## src/rtl/rr_mux2_stream.sv

```systemverilog
// rtl/rr_mux2_stream.sv - two-input round-robin stream arbiter with registered 2:1 mux output
// Optional packet lock (grant held until last beat) enabled by ARB_PKT_LOCK_EN.
module rr_mux2_stream #(
  parameter int WIDTH        = 8,
  parameter bit PRIO_B_FIRST = 1'b0
) (
  input  logic             clk,
  input  logic             rst_n,
  input  logic             a_valid,
  input  logic [WIDTH-1:0] a_data,
`ifdef ARB_PKT_LOCK_EN
  input  logic             a_last,
`endif
  output logic             a_ready,
  input  logic             b_valid,
  input  logic [WIDTH-1:0] b_data,
`ifdef ARB_PKT_LOCK_EN
  input  logic             b_last,
`endif
  output logic             b_ready,
  output logic             out_valid,
  output logic [WIDTH-1:0] out_data,
  output logic             out_sel,
  input  logic             out_ready
);

  localparam logic ST_EMPTY = 1'b0;
  localparam logic ST_FULL  = 1'b1;

  logic             state;
  logic             prio;
  logic             load;
  logic             accept;
  logic             grant_vld;
  logic             grant_sel;
  logic [WIDTH-1:0] data_q;
  logic             sel_q;

`ifdef ARB_PKT_LOCK_EN
  logic locked;
  logic lock_sel;
  logic beat_last;

  assign beat_last = grant_sel ? b_last : a_last;
`endif

  // prio only breaks ties; a lone valid source always wins
  always_comb begin
    grant_vld = a_valid || b_valid;
    grant_sel = (a_valid && b_valid) ? prio : b_valid;
`ifdef ARB_PKT_LOCK_EN
    if (locked) begin
      grant_vld = lock_sel ? b_valid : a_valid;
      grant_sel = lock_sel;
    end
`endif
  end

  assign load   = (state == ST_EMPTY) || out_ready;
  assign accept = load && grant_vld;

  // readies are held low while reset is asserted so no beat is dropped
  assign a_ready = rst_n && accept && !grant_sel;
  assign b_ready = rst_n && accept && grant_sel;

  assign out_valid = (state == ST_FULL);
  assign out_data  = data_q;
  assign out_sel   = sel_q;

  always_ff @(posedge clk or negedge rst_n) begin
    if (!rst_n) begin
      state  <= ST_EMPTY;
      data_q <= '0;
      sel_q  <= 1'b0;
      prio   <= PRIO_B_FIRST;
`ifdef ARB_PKT_LOCK_EN
      locked   <= 1'b0;
      lock_sel <= 1'b0;
`endif
    end else if (accept) begin
      state  <= ST_FULL;
      data_q <= grant_sel ? b_data : a_data;
      sel_q  <= grant_sel;
`ifdef ARB_PKT_LOCK_EN
      if (beat_last) begin
        prio <= !grant_sel;
      end
      locked   <= !beat_last;
      lock_sel <= grant_sel;
`else
      prio <= !grant_sel;
`endif
    end else if (load) begin
      state <= ST_EMPTY;
    end
  end

endmodule

```

## config.mk

```make
export PLATFORM = sky130hd
export DESIGN_NAME = rr_mux2_stream
export DESIGN_NICKNAME = d
export VERILOG_FILES = /design/src/rtl/rr_mux2_stream.sv
export SDC_FILE = /design/constraint.sdc
export NUM_CORES = 1
export LEC_CHECK = 0
export ABC_AREA = 1
export BUFFER_PORTS_ARGS = -buffer_cell sky130_fd_sc_hd__buf_2
export CORE_MARGIN = 4
export CORE_UTILIZATION = 40
export DETAILED_ROUTE_END_ITERATION = 16
export GPL_ROUTABILITY_DRIVEN = 0
export HOLD_SLACK_MARGIN = 0.02
export PLACE_DENSITY = 0.75
export SLEW_MARGIN = 20
export SYNTH_ARGS = -nofsm -noshare
export SYNTH_HDL_FRONTEND = slang
export SYNTH_SLANG_ARGS = --single-unit
```

## constraint.sdc

```tcl
create_clock -name clk -period 1.2 [get_ports clk]
set_input_delay 0 -clock clk [delete_from_list [all_inputs] [get_ports clk]]
set_output_delay 0 -clock clk [all_outputs]
set_load 0.1 [all_outputs]
```

# Word-level counts from Yosys, hierarchy flattened
# Index checks and enable logic that the tools add are counted.
dict set report totals {
  in_bits 21
  wordCells 18
  reg_bits 11
  out_inout_bits 12
}
dict set report op_classes {
  bitwise 1
  muxes 4
  reduce_logical 9
}
# cell count
set ops {}
lappend ops {{$mux W8} 1}
lappend ops {{$logic_and A1 B1 Y1} 5}
lappend ops {{$mux W1} 3}
lappend ops {{$logic_or A1 B1 Y1} 2}
lappend ops {{$reduce_bool A2 Y1} 1}
lappend ops {{$logic_not A1 Y1} 1}
lappend ops {{$not A1 Y1} 1}

# Logic depth before layout (Yosys ltp)
# Gate-level depths: netlist of the first run.
dict set report depth {
  depth_word 5
  ltp_mapped 5
  mapped_depth_nobuf 5
}

# Least setup slack after synthesis of the first run
# OpenSTA, ideal clock, no wires.
dict set report synth_path {
  path_type {flip-flop to output port}
  from {register state, in the netlist out_valid}
  to {output port b_ready}
  arrival_ns 2.501
  required_time_ns 1.200
  slack_ns -1.301
  path_buffers 1
  stages_incl_launch_ff 5
  cell_sequence {dfrtp_1 -> nand2_1 -> buf_4 -> nand3_1 -> nor2_1}
}
dict set report synth_between {
  elab_chain_cells 5
}
# item line_no
set synth_lines {}
lappend synth_lines {{start, declared} 30} ;# logic state;
lappend synth_lines {{start signal, assigned} 72} ;# state <= ST_EMPTY;
lappend synth_lines {{start signal, assigned} 81} ;# state <= ST_FULL;
lappend synth_lines {{start signal, assigned} 94} ;# state <= ST_EMPTY;
lappend synth_lines {{$not A1 Y1} 59} ;# assign load = (state == ST_EMPTY) || out_ready;
lappend synth_lines {{$logic_or A1 B1 Y1} 59}
lappend synth_lines {{$logic_and A1 B1 Y1} 60} ;# assign accept = load && grant_vld;
lappend synth_lines {{$logic_and A1 B1 Y1 (2 in a row)} 64} ;# assign b_ready = rst_n && accept && grant_sel;
lappend synth_lines {{end, declared} 20} ;# output logic b_ready,
# Every way passes these cells.

# Worst setup path in the final report of the first run
dict set report layout_path {
  from {register state, in the netlist out_valid}
  to {output port a_ready}
}
dict set report layout_between {
  elab_chain_cells 5
}
# item line_no
set layout_lines {}
lappend layout_lines {{$not A1 Y1} 59}
lappend layout_lines {{$logic_or A1 B1 Y1} 59}
lappend layout_lines {{$logic_and A1 B1 Y1} 60}
lappend layout_lines {{$logic_and A1 B1 Y1 (2 in a row)} 63} ;# assign a_ready = rst_n && accept && !grant_sel;
lappend layout_lines {{end, declared} 14} ;# output logic a_ready,
# Every way passes these cells.

==> key figures, run 1 <==
Clocking
  • CTS buffer count: 3
  • Clock slew at reported path FFs: 0.07 ns
  • Clk_lat worst skew: 0.27 ns
  • CTS sink count: 11
  • Max clock buf depth: 2
  • CTS root buf: clkbuf_4
  • CTS tree: built
  • CTS H-tree lvls: 1

Timing
  • Unrepaired setup endpoints after global routing: yes
  • Final Cycle Share: 1.13
  • Worst Hold Slack: 0.00860 ns
  • Final worst slack: -0.156 ns
  • Worst Tran Pin Value: 0.521 ns
  • Max Transition Viols Final: 0
  • Highest Clock Rate: 0.738 GHz
  • Endpoints failing hold: 0
  • Setup violators final: 7
  • Worst rel slew slack: 0.652
  • Final min period: 1.36 ns
  • Post-Route Skew: 0.000459 ns

Floorplanning
  • Core ar.: 0.00130 sq mm
  • Die ar.: 0.00203 sq mm
  • # IOs: 33
  • Num rows: 13
  • Die height: 45.1 microns
  • Die width: 45.1 microns
  • Starting density of the core: 0.422

Power and ir drop
  • LEAKAGE: 0.000536 uW
  • VDD IR max: 1.04 mV
  • Final total power: 1520 uW
  • Cell Pwr Density: 1420 mW/mm^2

Layout
  • Most frequent cells in the layout: buf_2 (30), dlygate4sd3_1 (15), nand3_1 (11), nand2_1 (11), dfrtp_1 (10)
  • Area Overhead vs Synth: 94.5%
  • Fill cell count: 82
  • Final nets: 144
  • End-of-flow core utilization: 0.821
  • Layout cell share with drive strength beyond 1: 0.500
  • Commonest non-fill, non-tap cell in the layout: buf_2
  • Antenna Cells: 0

Detailed routing
  • Drt pass-1 iters: 4
  • Iter 0 DRT Violations: 20
  • Via-per-instance ratio: 5.35
  • DRC: 0
  • Post-route ant nets: 0
  • Wire length per cell: 15.0 microns
  • Total wire length: 2060 microns
  • Via Count: 733

Synthesis
  • Share of Yosys cell area claimed by the top area cell type: 0.501
  • YS warnings: 0
  • Post-Syn Area: 549 sq um
  • Seq/Total Area, Yosys: 0.501
  • Synth Area per Inst: 8.58 sq um
  • Synthesized net count: 85
  • Synth unique cells: 12
  • Top cells by area, synth: dfrtp_1 (50%), nand3_1 (15%), nand4_1 (9.1%)
  • Cell taking the most area after synthesis: dfrtp_1
  • FF+latch count, synth: 11
  • Post-Synthesis Cells: 64

Global route
  • GRT overflow: 0
  • Largest net degree at the start of global routing: 13
  • Vias in the first global route: 735
  • GRT Util Overall: 0.231
  • First-pass GRT wire length: 3330 microns
  • Initial antenna violation count: 0

Flow run
  • # Max-Cap Violations: 0

Worst setup path
  • CP Data Arrival Time: 1.36 ns
  • CP max FO: 3
  • Endpoint class of the critical path: output port
  • Cell Chain, Critical Path: inv_4 -> nor2_4 -> nor2_4 -> nand2_2 -> nor2_4 -> buf_12
  • WP data required: 1.20 ns
  • Crit path largest cell delay: 0.51 ns
  • Kind of critical path: reg -> out
  • CP dominant cell by count: nor2_4
  • Crit path max-delay cell type: dfrtp_4
  • Startpoint types: flip-flop

Placement
  • Post-DP HPWL: 1180 microns
  • I/O Buffers: 32
  • Pre-CTS WS: 0.0844 ns

Min path
  • Hold Crit Class: in -> reg

Status
  • Violated checks: setup timing
  • Outcome: finished with violations
[report_power, final]
group,switching (uW),internal [uW]
logic,597,196
registers,31.3,428
clock network,136,129
total,763,753
[path summary, 6_finish.rpt]
| check | startpoint | end | slack, ns | cells past startpoint |
|---|---|---|---|---|
| setup / recovery | out_valid | a_ready | -0.16 | 6 |
| hold / removal | b_data[7] | out_data[7] | 0.009 | 3 |
| setup reg to reg | out_valid | out_data[4] | -0.04 | 8 |
| hold reg to reg | out_sel | out_sel | 0.47 | 2 |
| max in group asynchronous | rst_n | out_valid | 0.56 | 2 |
| min in group asynchronous | rst_n | out_data[5] | 0.25 | 2 |
[layout make-up]
cell class / count / area, sq um / share of cell area
clock buffer: 4 / 26.3 / 0.0246
inverter: 4 / 17.5 / 0.0164
tap: 15 / 18.8 / 0.0176
sequential: 11 / 279 / 0.261
timing repair buffer: 56 / 415 / 0.389
multi-input combinational: 47 / 312 / 0.292
[state kept, by name, indices dropped and copies added (netlist names)]
register	cells
out_data	8
out_sel	1
out_valid	1
prio	1
[synthesized netlist by cell type]
library cell  number
buf_4              2
dfrtp_1           11
inv_1              4
nand2_1           12
nand2_2            2
nand2_4            1
nand3_1           17
nand4_1            8
nor2_1             4
nor2_4             1
o21ai_0            1
o21ai_2            1
[kinds of logic (layout without fill, tap and decap cells)]
| group | after synthesis | after routing | share of synthesized area |
|---|---|---|---|
| compound gates | 2 | 2 | 0.0251 |
| buf+inv | 6 | 64 | 0.0547 |
| flops | 11 | 11 | 0.501 |
| simple gates | 45 | 45 | 0.419 |
[worst max-delay path: cells and delay by family, from the launching register on]
family,cells,cell delay [ns]
flops,1,0.51
simple gates,4,0.33
buf+inv,2,0.25
[metal layers]
layer  global-route usage  vias to the layer above  share of wire
li1                     -                      343              -
met1                0.256                      347           0.38
met2                0.404                       33           0.54
met3               0.0438                       10          0.056
met4                0.140                        0          0.032
met5                    0                        -              0
[stage by stage]
step	area (sq um)	std cells	setup TNS, ns
2_1_floorplan	579	64	-0.539
5_1_grt	1070	137	-0.838
6_report	1070	137	-0.403
3_3_place_gp	792	112	0
4_1_cts	991	132	-0.282
3_5_place_dp	792	112	0
[what timing repair did]
action / in CTS / in global routing
gates resized for setup: 3 / 9
pin swaps: 1 / 3
setup buffers: 1 / 5
endpoints found under the hold margin: 20 / 0
cloned: 0 / 0
endpoints found under the setup margin: 2 / 7
hold buffers: 15 / 0
No activity file was read; power rests on OpenSTA's default activity.
==> run 2, diff against run 1 <==
Settings changed: ABC_AREA 1 to 0, CORE_UTILIZATION 40 to 39.
==> key figures, run 2 <==
Status
  • Outcome: finished with violations
  • Violated checks: setup timing

Worst setup path
  • Startpoint types: flip-flop
  • WP data required: 1.20 ns (about the same)
  • Endpoint class of the critical path: output port
  • Crit path buf inv count: 1 (-1)
  • CP Data Arrival Time: 1.34 ns (-0.02 ns)
  • CP max FO: 4 (+1)
  • Cell family with most CP delay: flip-flops
  • Crit path max-delay cell type: dfrtp_4
  • Kind of critical path: reg -> out
  • Crit path largest cell delay: 0.49 ns (-0.02 ns)
  • Cell Chain, Critical Path: nand2b_4 -> and3_4 -> and2_4 -> buf_12

Timing
  • Final worst slack: -0.135 ns (+0.0206 ns)
  • Final min period: 1.34 ns (-0.0206 ns)
  • Worst rel slew slack: 0.664 (+0.0125)
  • Unrepaired setup endpoints after global routing: yes
  • Setup violators final: 10 (+3)
  • Post-Route Skew: 0.00551 ns (+0.00505 ns)
  • Max Transition Viols Final: 0 (unchanged)
  • Worst Tran Pin Value: 0.507 ns (-0.0135 ns)
  • Highest Clock Rate: 0.749 GHz (+1.5%)
  • Endpoints failing hold: 0 (unchanged)
  • Post-route setup TNS: -1.15 ns (-0.742 ns)
  • Worst Hold Slack: 0.0377 ns (+0.0291 ns)
  • Final Cycle Share: 1.11 (-0.0172)

Synthesis
  • Number of flops mapped to enable cells by yosys: 0 (unchanged)
  • Top cells by area, synth: dfrtp_1 (54%), a221o_1 (16%), and3_1 (11%)
  • Post-Synthesis Cells: 40 (-38%)
  • Cell taking the most area after synthesis: dfrtp_1
  • FF+latch count, synth: 11 (unchanged)
  • Synth Area per Inst: 12.6 sq um (+47%)
  • Count leader, synth: dfrtp_1
  • Leading cell types by count after synthesis: dfrtp_1 (11), and3_1 (9), a221o_1 (8), nand2b_1 (2)
  • Fraction of registers with async set/reset: 1.00 (unchanged)
  • YS warnings: 0 (unchanged)
  • Synthesized net count: 61 (-28%)
  • Share of Yosys cell area claimed by the top area cell type: 0.545 (+0.0434)
  • Post-Syn Area: 505 sq um (-8.0%)
  • Synth unique cells: 14 (+2)
  • Synth Flop Type: dfrtp_1
  • Seq/Total Area, Yosys: 0.545 (+0.0434)

Detailed routing
  • Via-per-instance ratio: 5.36 (+0.10%)
  • DRC: 0 (unchanged)
  • Total wire length: 1620 microns (-21%)
  • Wire length per cell: 15.6 microns (+3.7%)
  • Iter 0 DRT Violations: 13 (-35%)
  • Via Count: 557 (-24%)
  • Post-route ant nets: 0 (unchanged)
  • Drt pass-1 iters: 4 (unchanged)

Clocking
  • CTS buffer count: 3 (unchanged)
  • Clk_lat worst skew: 0.27 ns (about the same)
  • CTS H-tree lvls: 1 (unchanged)
  • Clock slew at reported path FFs: 0.07 ns (about the same)
  • CTS root buf: clkbuf_4
  • Max clock buf depth: 2 (unchanged)
  • CTS sink count: 11 (unchanged)
  • CTS tree: built

Layout
  • Area Overhead vs Synth: 80.2%
  • Commonest non-fill, non-tap cell in the layout: buf_2
  • Fin area: 911 sq um (-15%)
  • Final nets: 112 (-22%)
  • Max reg flops: 8 (unchanged)
  • Antenna Cells: 0 (unchanged)
  • End-of-flow core utilization: 0.788 (-0.0333)
  • Layout cell share with drive strength beyond 1: 0.589 (+0.0889)
  • Most frequent cells in the layout: buf_2 (30), dfrtp_1 (10), dlygate4sd3_1 (9)

Floorplanning
  • # IOs: 33 (unchanged)
  • Core ar.: 0.00116 sq mm (-11%)
  • Die ar.: 0.00194 sq mm (-4.6%)
  • Starting density of the core: 0.437 (+0.0151)
  • Die height: 44 microns (-2.3%)
  • Die width: 44 microns (-2.3%)
  • Num rows: 12 (-1)

Min path
  • Hold Crit Class: in -> reg

Global route
  • Vias in the first global route: 569 (-23%)
  • GRT overflow: 0 (unchanged)
  • First-pass GRT wire length: 2560 microns (-23%)
  • Largest net degree at the start of global routing: 11 (-2)
  • Initial antenna violation count: 0 (unchanged)
  • GRT Util Overall: 0.181 (-0.0507)

Power and ir drop
  • VDD IR max: 0.701 mV (-32%)
  • Cell Pwr Density: 1560 mW/mm^2 (+9.8%)
  • LEAKAGE: 0.000488 uW (-9.1%)

Placement
  • I/O Buffers: 32 (unchanged)
  • Pre-CTS WS: -0.0111 ns (-0.0954 ns)
  • Post-DP Area: 737 sq um (-7.0%)

Flow run
  • # Max-Cap Violations: 0 (unchanged)
==> run 2: changes by cell type in the layout (fill, tap and decap cells not counted), sizes merged, moves of 4 or more <==
cell         change
nor2             -4
nand2           -14
a221o            +8
inv              -4
nand4            -8
and3            +10
dlygate4sd3      -6
nand3           -17
==> run 2: layer usage <==
| layer | track usage | wire length, microns | part of all wire | up-vias |
|---|---|---|---|---|
| met3 | 0.0415 | 141 | 0.087 | 4 |
| met4 | 0.0482 | 43 | 0.027 | 0 |
| li1 | - | - | - | 257 |
| met1 | 0.201 | 613 | 0.38 | 266 |
| met2 | 0.337 | 822 | 0.51 | 30 |
| met5 | 0 | 0 | 0 | - |
==> run 2: stage by stage <==
stage	std cells	total power (uW)
global placement	86	1110
floorplan	40	978
CTS	103	1410
finish	104	1420
global route	104	1490
detailed placement	86	1120
==> run 2: tightest hold or removal path, delay by kind of cell <==
family	cells	cell delay, ns
AND/OR/NAND/NOR	2	0.11
buffers and inverters	1	0.16
==> run 2: report_power, final <==
| group | leakage (uW) | internal [uW] | switching [uW] |
|---|---|---|---|
| registers | 0.000132 | 428 | 39.5 |
| clock network | 0.0000177 | 123 | 126 |
| logic | 0.000337 | 185 | 518 |
==> run 2: logic make-up after synthesis <==
logic type      Yosys count  share of synthesized area
simple gates             15                      0.188
flops                    11                      0.545
compound gates           12                      0.235
buf+inv                   2                     0.0322
==> run 2: path summary, 6_finish.rpt <==
kind                                to   startpoint  slack (ns)  cells after the start
max                            b_ready    out_valid       -0.14                      4
min                          out_valid      a_valid        0.04                      3
max reg2reg                out_data[1]         prio       -0.12                      4
min reg2reg                out_data[3]  out_data[3]        0.51                      1
max in group asynchronous  out_data[2]        rst_n        0.67                      3
min in group asynchronous      out_sel        rst_n        0.15                      2
==> run 2: repair_timing <==
action                                  in CTS  in global routing
hold buffers                                 9                  0
endpoints found under the hold margin       19                  0
pin swaps                                    2                  0
buffers inserted                             4                  1
resized for setup                            2                  1
endpoints found under the setup margin       5                 11
==> run 2: area by class of cell <==
type | count | area, sq um
multi-input combinational | 27 | 250
timing repair buffer | 48 | 337
clock buffer | 3 | 22.5
sequential | 11 | 279
clock inverter | 1 | 5.00
fill | 74 | 245
tap | 14 | 17.5
==> run 3, diff against run 2 <==
Settings changed: PLACE_DENSITY 0.75 to 0.83, SLEW_MARGIN 20 to unset, TNS_END_PERCENT set to 50.
==> key figures, run 3 (synthesis gave the netlist of run 2 again) <==
Global route
  • Initial antenna violation count: 0 (unchanged)
  • First-pass GRT wire length: 2900 microns (+13%)
  • GRT overflow: 0 (unchanged)
  • Vias in the first global route: 643 (+13%)
  • Largest net degree at the start of global routing: 11 (unchanged)
  • GRT Util Overall: 0.206 (+0.0254)

Layout
  • Non-filler cells, final: 105 (+0.96%)
  • Commonest non-fill, non-tap cell in the layout: buf_2
  • Most frequent cells in the layout: buf_2 (30), dfrtp_1 (10), dlygate4sd3_1 (9)
  • Layout cell share with drive strength beyond 1: 0.604 (+0.0155)
  • Register area: 279 sq um (unchanged)
  • Fin area: 933 sq um (+2.5%)
  • Final nets: 113 (+0.89%)
  • Area Overhead vs Synth: 84.7%
  • Fill cell count: 73 (-1.4%)
  • Max reg flops: 8 (unchanged)
  • Antenna Cells: 0 (unchanged)
  • Footprint of the multi-input gates: 253 sq um (+1.0%)

Floorplanning
  • Num rows: 12 (unchanged)
  • Die height: 44 microns (unchanged)
  • Core ar.: 0.00116 sq mm (unchanged)
  • # IOs: 33 (unchanged)
  • Die ar.: 0.00194 sq mm (unchanged)
  • Starting density of the core: 0.437 (unchanged)
  • Die width: 44 microns (unchanged)

Clocking
  • Clk_lat worst skew: 0.27 ns (about the same)
  • CTS sink count: 11 (unchanged)
  • Max clock buf depth: 2 (unchanged)
  • Clock slew at reported path FFs: 0.08 ns (about the same)
  • CTS H-tree lvls: 1 (unchanged)
  • CTS buffer count: 3 (unchanged)
  • CTS root buf: clkbuf_4
  • CTS tree: built

Detailed routing
  • Iter 0 DRT Violations: 15 (+2)
  • DRC: 0 (unchanged)
  • Drt pass-1 iters: 4 (unchanged)
  • Via Count: 582 (+4.5%)
  • Via-per-instance ratio: 5.54 (+3.5%)
  • Total wire length: 1810 microns (+12%)
  • Post-route ant nets: 0 (unchanged)
  • Wire length per cell: 17.2 microns (+11%)

Placement
  • I/O Buffers: 32 (unchanged)
  • Inst Count DP: 86 (unchanged)
  • Post-DP Area: 749 sq um (+1.7%)
  • Post-DP HPWL: 1190 microns

Min path
  • HP Start: b_data[2]
  • Hold Crit Class: in -> reg
  • Hold Path Cell Cnt: 2 (-1)
  • Hold-critical path endpoint: out_data[2]

Worst setup path
  • Worst flop-to-flop path startpoint: prio
  • Startpoint types: flip-flop
  • Critical R2R Capture: out_data[2]
  • CP max FO: 4 (unchanged)
  • CP Data Arrival Time: 1.36 ns (+0.02 ns)
  • Worst R2R Setup Slack: -0.15 ns (-0.03 ns)
  • Kind of critical path: reg -> out
  • Endpoint class of the critical path: output port
  • Reg2Reg Depth: 4 (unchanged)
  • WP data required: 1.20 ns (about the same)

Timing
  • Endpoints failing hold: 0 (unchanged)
  • Final Cycle Share: 1.13 (+0.0189)
  • Final min period: 1.36 ns (+0.0227 ns)
  • Worst Tran Pin Value: 0.494 ns (-0.0135 ns)
  • Worst rel slew slack: 0.673 (+0.00892)
  • Max Transition Viols Final: 0 (unchanged)
  • Highest Clock Rate: 0.736 GHz (-1.7%)
  • Post-Route Skew: 0.00350 ns (-0.00201 ns)
  • Final worst slack: -0.158 ns (-0.0227 ns)
  • Unrepaired setup endpoints after global routing: yes
  • Setup violators final: 10 (unchanged)

Power and ir drop
  • Cell Pwr Density: 1550 mW/mm^2 (-0.35%)
  • VDD IR max: 1.22 mV (+74%)
  • Final total power: 1450 uW (+2.1%)
  • LEAKAGE: 0.000490 uW (+0.40%)

Status
  • Outcome: finished with violations
  • Violated checks: setup timing

Flow run
  • # Max-Cap Violations: 0 (unchanged)
-- run 3: changes by cell type in the layout (fill, tap and decap cells not counted) --
cell      delta
nand2b_1     +1
and3_1       -2
nand2b_4     -1
buf_12       +1
and3_4       +2
-- run 3: how the worst max path moves through the flow --
stage	cells past startpoint	end	slack [ns]	start
global route	4	b_ready	-0.20	out_valid
detailed placement	4	out_data[2]	-0.04	out_valid
finish	4	b_ready	-0.16	out_valid
CTS	4	b_ready	-0.18	out_valid
floorplan	4	out_data[0]	-0.18	out_valid
global placement	4	b_ready	0.02	out_valid
-- run 3: final cells by class --
class	count	area share
Clock buffer	3	0.0241
Clock inverter	1	0.00536
Multi-Input combinational cell	27	0.271
Sequential cell	11	0.299
Tap cell	14	0.0188
Timing Repair Buffer	49	0.382
-- run 3: repair_timing --
action                     4_1_cts  5_1_grt
setup buffers                    6        1
resized for setup                3        1
setup endpoints to repair        6       10
gates cloned                     0        0
pin swaps                        2        3
hold endpoints to repair        19        0
hold buffers                     9        0
-- run 3: through the flow --
stage | utilization | setup WS (ns) | hold slack, ns | TNS, ns
after global placement | 0.648 | 0.0192 | -0.175 | 0
final | 0.807 | -0.158 | 0.0274 | -1.20
after global routing | 0.807 | -0.202 | 0.0239 | -1.55
after floorplan | - | -0.177 | -0.296 | -1.80
after detailed placement | 0.648 | -0.0398 | -0.170 | -0.0501
after CTS | 0.803 | -0.181 | 0.0334 | -1.04
-- run 3: where the power goes --
group / internal (uW) / leakage (uW) / switching [uW] / total [uW]
Clock: 123 / 0.0000177 / 135 / 259
Combinational: 196 / 0.000339 / 530 / 726
Sequential: 428 / 0.000132 / 36.8 / 464
Total: 746 / 0.000490 / 702 / 1450
-- run 3: routing by layer --
| layer | up-vias | global-route usage | part of all wire | wire [microns] |
|---|---|---|---|---|
| met1 | 284 | 0.226 | 0.39 | 705 |
| met3 | 6 | 0.0581 | 0.086 | 155 |
| met2 | 30 | 0.363 | 0.50 | 898 |
| met5 | - | 0 | 0 | 0 |
| met4 | 0 | 0.0904 | 0.028 | 51 |
| li1 | 262 | - | - | - |
-- run 3: critical path, cell delays in order, from the launching register on --
cell and delay (ns):
dfrtp_4 0.49, nand2b_4 0.10, and3_4 0.18, and2_4 0.14, buf_12 0.16
